<file path="src/rtl/fifo_pkg.sv">
// Shared FIFO constants and the error-flag encoding used by sync_fifo_flags
// and later FIFO variants.
package fifo_pkg;

    localparam int unsigned FIFO_DATA_SIZE = 8;
    localparam int unsigned FIFO_ADDR_SIZE = 4;

    typedef struct packed {
        logic overflow;
        logic underflow;
    } fifo_err_t;

    localparam fifo_err_t FIFO_ERR_NONE = '0;

endpackage

</file>
<file path="src/rtl/fifo_mem.sv">
// DEPTH x DATA_SIZE storage: one synchronous write port, one asynchronous read
// port, no reset.
module fifo_mem
    import fifo_pkg::*;
#(
    parameter int unsigned DATA_SIZE = FIFO_DATA_SIZE,
    parameter int unsigned ADDR_SIZE = FIFO_ADDR_SIZE
)(
    input  logic                 clk,
    input  logic                 wr_en,
    input  logic [ADDR_SIZE-1:0] wr_addr,
    input  logic [DATA_SIZE-1:0] wr_data,
    input  logic [ADDR_SIZE-1:0] rd_addr,
    output logic [DATA_SIZE-1:0] rd_data
);

    localparam int unsigned DEPTH = 2 ** ADDR_SIZE;

    logic [DATA_SIZE-1:0] mem [DEPTH];

    always_ff @(posedge clk) begin
        if (wr_en) begin
            mem[wr_addr] <= wr_data;
        end
    end

    assign rd_data = mem[rd_addr];

endmodule

</file>
<file path="src/rtl/sync_fifo_flags.sv">
// Single-clock FIFO with registered full/empty/almost flags, an occupancy count
// and sticky overflow/underflow flags; FWFT selects registered or fall-through read.
module sync_fifo_flags
    import fifo_pkg::*;
#(
    parameter int unsigned DATA_SIZE  = FIFO_DATA_SIZE,
    parameter int unsigned ADDR_SIZE  = FIFO_ADDR_SIZE,
    parameter int unsigned AFULL_LVL  = (2 ** ADDR_SIZE) - 2,
    parameter int unsigned AEMPTY_LVL = 2,
    parameter bit          FWFT       = 1'b0
)(
    input  logic                 clk,
    input  logic                 rst,
    input  logic                 wr_inc,
    input  logic [DATA_SIZE-1:0] wr_data,
    input  logic                 rd_inc,
    output logic [DATA_SIZE-1:0] rd_data,
    output logic                 wr_full,
    output logic                 wr_afull,
    output logic                 rd_empty,
    output logic                 rd_aempty,
    output logic [ADDR_SIZE:0]   count,
    output logic                 wr_overflow,
    output logic                 rd_underflow
);

    localparam int unsigned DEPTH = 2 ** ADDR_SIZE;
    localparam logic [ADDR_SIZE:0] ONE        = {{ADDR_SIZE{1'b0}}, 1'b1};
    localparam logic [ADDR_SIZE:0] MSB_ONLY   = {1'b1, {ADDR_SIZE{1'b0}}};
    localparam logic [ADDR_SIZE:0] AFULL_CNT  = AFULL_LVL[ADDR_SIZE:0];
    localparam logic [ADDR_SIZE:0] AEMPTY_CNT = AEMPTY_LVL[ADDR_SIZE:0];

    if (!(AEMPTY_LVL >= 1 && AEMPTY_LVL < AFULL_LVL && AFULL_LVL <= DEPTH - 1)) begin : g_bad_levels
        $error("sync_fifo_flags: need 1 <= AEMPTY_LVL < AFULL_LVL <= DEPTH-1");
    end

    logic [ADDR_SIZE:0]   wr_ptr, rd_ptr;
    logic [ADDR_SIZE:0]   wr_ptr_next, rd_ptr_next, count_next;
    logic                 wr_acc, rd_acc;
    logic [DATA_SIZE-1:0] mem_rdata;
    fifo_err_t            err;

    assign wr_acc = wr_inc & ~wr_full;
    assign rd_acc = rd_inc & ~rd_empty;

    always_comb begin
        wr_ptr_next = wr_acc ? wr_ptr + ONE : wr_ptr;
        rd_ptr_next = rd_acc ? rd_ptr + ONE : rd_ptr;
        count_next  = count;
        case ({wr_acc, rd_acc})
            2'b10:   count_next = count + ONE;
            2'b01:   count_next = count - ONE;
            default: count_next = count;
        endcase
    end

    // Flags are computed from the post-edge pointers/count so they move with count.
    always_ff @(posedge clk) begin
        if (rst) begin
            wr_ptr    <= '0;
            rd_ptr    <= '0;
            count     <= '0;
            wr_full   <= 1'b0;
            wr_afull  <= 1'b0;
            rd_empty  <= 1'b1;
            rd_aempty <= 1'b1;
            err       <= FIFO_ERR_NONE;
        end else begin
            wr_ptr        <= wr_ptr_next;
            rd_ptr        <= rd_ptr_next;
            count         <= count_next;
            wr_full       <= (wr_ptr_next ^ rd_ptr_next) == MSB_ONLY;
            rd_empty      <= wr_ptr_next == rd_ptr_next;
            wr_afull      <= count_next >= AFULL_CNT;
            rd_aempty     <= count_next <= AEMPTY_CNT;
            err.overflow  <= err.overflow | (wr_inc & wr_full);
            err.underflow <= err.underflow | (rd_inc & rd_empty);
        end
    end

    assign wr_overflow  = err.overflow;
    assign rd_underflow = err.underflow;

    fifo_mem #(
        .DATA_SIZE (DATA_SIZE),
        .ADDR_SIZE (ADDR_SIZE)
    ) u_mem (
        .clk     (clk),
        .wr_en   (wr_acc),
        .wr_addr (wr_ptr[ADDR_SIZE-1:0]),
        .wr_data (wr_data),
        .rd_addr (rd_ptr[ADDR_SIZE-1:0]),
        .rd_data (mem_rdata)
    );

    if (FWFT) begin : g_fwft
        // Head word is visible combinationally; forced to zero while empty.
        assign rd_data = rd_empty ? '0 : mem_rdata;
    end else begin : g_reg
        logic [DATA_SIZE-1:0] rd_q;

        always_ff @(posedge clk) begin
            if (rst) begin
                rd_q <= '0;
            end else if (rd_acc) begin
                rd_q <= mem_rdata;
            end
        end

        assign rd_data = rd_q;
    end

endmodule

</file>
<file path="config.mk">
export PLATFORM = sky130hd
export DESIGN_NAME = sync_fifo_flags
export DESIGN_NICKNAME = d
export VERILOG_FILES = /design/src/rtl/fifo_pkg.sv /design/src/rtl/fifo_mem.sv /design/src/rtl/sync_fifo_flags.sv
export SDC_FILE = /design/constraint.sdc
export NUM_CORES = 1
export LEC_CHECK = 0
export ABC_CLOCK_PERIOD_IN_PS = 5300
export BUFFER_PORTS_ARGS = -buffer_cell sky130_fd_sc_hd__buf_2
export CAP_MARGIN = 30
export CORE_MARGIN = 4
export CORE_UTILIZATION = 55
export DETAILED_ROUTE_END_ITERATION = 16
export GPL_TIMING_DRIVEN = 0
export PLACE_DENSITY = 0.8
export SYNTH_ARGS = -nofsm -noshare
export SYNTH_HDL_FRONTEND = slang
export SYNTH_SLANG_ARGS = --single-unit
</file>
<file path="constraint.sdc">
create_clock -name clk -period 5.3 [get_ports clk]
set_input_delay 0.53 -clock clk [delete_from_list [all_inputs] [get_ports clk]]
set_output_delay 0.53 -clock clk [all_outputs]
set_load 0.02 [all_outputs]
</file>
==> results.yml <==
power:
  power_frac_clock_pct: 40.9
  switching_share_pct: 22.6
  vdd_drop_max_uv: 267
  power.share.combinational_pct: 9.7
  intPower_uw: 2160
  p_leak_uw: 0.00245
  powerDensity_mw_per_mm2: 388
  p_total_uw: 2790
  seqPwrFrac_pct: 49.4
  switchingPower_uw: 629
detailed_routing:
  drt-initial-drc-count: 421
  wirelength_met1_mm: 5.07
  avgRoutedWirePerCell_um: 22.0
  final_antenna_net_count: 0
  vias: 3460
  drc: 0
  wirelength_mm: 12.6
  dr.pass1.iters: 7
  viasPerCell: 6.02
  dr_wl_met2_mm: 6.42
  wl_met3_um: 910
  top_layer: "met4"
worst_setup_path:
  cp_max_fo: 10
  crit_path_end_kind: "flip-flop"
  arrival_ns: 2.66
  crit_required_ns: 5.58
  start_kind: "flip-flop"
  crit_type: "flip-flop to flip-flop"
clocking:
  ctsHoldBuffers: 0
  postCtsSetupRepairBufs: 0
  clock_sinks: 157
  clockRootBuffer: "clkbuf_16"
  path_clk_slew_ns: 0.06
  tritoncts: "yes"
  cts-buffers-inserted: 17
  clkLatencyLatePin_ns: 0.42
  cts-htree-levels: 4
  post_cts_resized: 0
  cts_max_path_buffers: 2
yosys:
  synthFlopType: "edfxtp_1"
  synth_top_area_share_pct: 61.3
  yosysSeqAreaShare_pct: 70.6
  synthDistinctLibCells: 45
  synthArstFlopShare_pct: 0
  synthTopCellsByArea: "edfxtp_1 61%, mux4_2 11%, dfxtp_1 9.3%"
  avgSynthCellArea_um2: 16.9
  synth_edf_count: 128
  syn_area_mm2: 0.00627
  synth_area_leader_cell: "edfxtp_1"
  synth-seq-cells: 157
  synth_warnings: 0
  syn_inst: 370
  syn_nets: 389
final_layout:
  fin_area_mm2: 0.00718
  final_common_cell: "edfxtp_1"
  final_util_pct: 65.4
  syn2layout_area_growth_pct: 14.5
  stdcell_count: 575
  num_antenna_cells: 0
  fin_nets: 442
  layout_common_cells: "128 x edfxtp_1, 38 x nor2_1, 32 x buf_2, 32 x mux4_2, 29 x dfxtp_1"
  drive_gt1_share_pct: 24.6
global_routing:
  overflow: 0
  antenna_found_initial: 0
  grt_pass1_vias: 3468
  grt_pass1_wl_mm: 20.0
  track_usage_pct: 21.2
  grt_max_degree: 17
placement:
  port_buffers: 29
  dp.cells: 543
  gp_congestion: 0.812
  hpwl_mm: 8.28
  postPlaceCellArea_mm2: 0.00662
sta:
  timing.slew.headroom_pct: 44.6
  finalCritPeriodShare_pct: 44.8
  rsz0062_at_grt: "false"
  fmax_mhz: 421
  worst_pin_slew_ns: 0.824
  drv_slew: 0
  fin_crit_ns: 2.38
  setup_viol: 0
  finalHoldViolations: 0
  fin_worst_skew_ns: 0.00574
  tns_ns: 0
die:
  start_util_pct: 57.1
  core_mm2: 0.0110
  boundaryPins: 31
  die_width_um: 115
  rows: 38
  dieArea_mm2: 0.0132
  fp.dieH_um: 115
hold_path:
  hold_class: "input port to flip-flop"
flow_run:
  max-cap-violations: 0
outcome:
  status: "finished clean"
==> final timing paths <==
check                 to  cells after the start   startpoint  slack, ns
min          wr_overflow                      3       wr_inc       0.38
max reg2reg     wr_afull                     10      wr_full       2.92
min reg2reg  wr_overflow                      2  wr_overflow       0.47
max             wr_afull                     10      wr_full       2.92
==> power by group through the flow <==
| stage | clock [µW] | combinational [µW] | sequential [µW] |
|---|---|---|---|
| 2_1_floorplan | 0 | 171 | 1420 |
| 3_3_place_gp | 0 | 259 | 1400 |
| 3_5_place_dp | 0 | 270 | 1400 |
| 4_1_cts | 1150 | 272 | 1380 |
| 5_1_grt | 1210 | 297 | 1380 |
| 6_report | 1140 | 270 | 1380 |
==> flip-flops by register name, indices dropped and copies added, names as in the netlist, 5 cells and up <==
signal and count:
count 5, rd_data 8, u_mem.mem 128, wr_ptr 5
rd_ptr 5
==> routing by layer <==
| metal | GRT usage (%) | vias up |
|---|---|---|
| li1 | - | 1547 |
| met2 | 33.5 | 133 |
| met4 | 6.57 | 0 |
| met3 | 6.58 | 16 |
| met1 | 28.6 | 1764 |
| met5 | 0 | - |
==> cells in the mapped netlist, drive strengths merged, types with 2 or more instances <==
library cell / count
edfxtp: 128
nor2: 38
mux4: 32
dfxtp: 29
a21oi: 22
a22oi: 16
buf: 12
clkbuf: 10
nand2: 9
nor3: 9
xor2: 9
ha: 7
inv: 6
xnor2: 5
mux2i: 4
nand3: 4
nand2b: 3
nor2b: 3
a32oi: 2
and2: 2
nand3b: 2
o21a: 2
==> cells by family after synthesis <==
logic type,count (synthesis),synth area share (%)
muxes,37,12.3
xor gates and xnor gates,15,2.32
adders and majority gates,7,1.40
and+or+nand+nor,74,5.59
DFF,157,70.6
AOI/OAI and AO/OA,52,5.55
buffers and inverters,28,2.26
==> through the flow <==
stage	worst slack, ns	hold WS [ns]
3_5_place_dp	2.65	0.463
5_1_grt	2.74	0.410
2_1_floorplan	3.05	0.486
3_3_place_gp	2.73	0.445
6_report	2.92	0.382
4_1_cts	2.74	0.375
==> layout make-up <==
| class | instances | area (µm²) |
|---|---|---|
| sequential | 157 | 4420 |
| fill | 738 | 3800 |
| multi-input combinational | 185 | 1700 |
| clock buffer | 17 | 425 |
| timing repair buffer | 34 | 183 |
| tap | 140 | 175 |
| clock inverter | 14 | 128 |
| buffer | 22 | 114 |
| inverter | 6 | 27.5 |
==> worst max-delay path, cell delays in order, from the launching register on <==
cell	delay, ns
dfxtp_1	0.42
nor2b_4	0.06
buf_6	0.15
nor2_1	0.20
xor2_1	0.18
ha_1	0.24
nor2_1	0.06
mux2_2	0.27
a32oi_1	0.27
xor2_1	0.26
o32ai_1	0.13
Note: power is estimated with default switching activity, not from simulation.
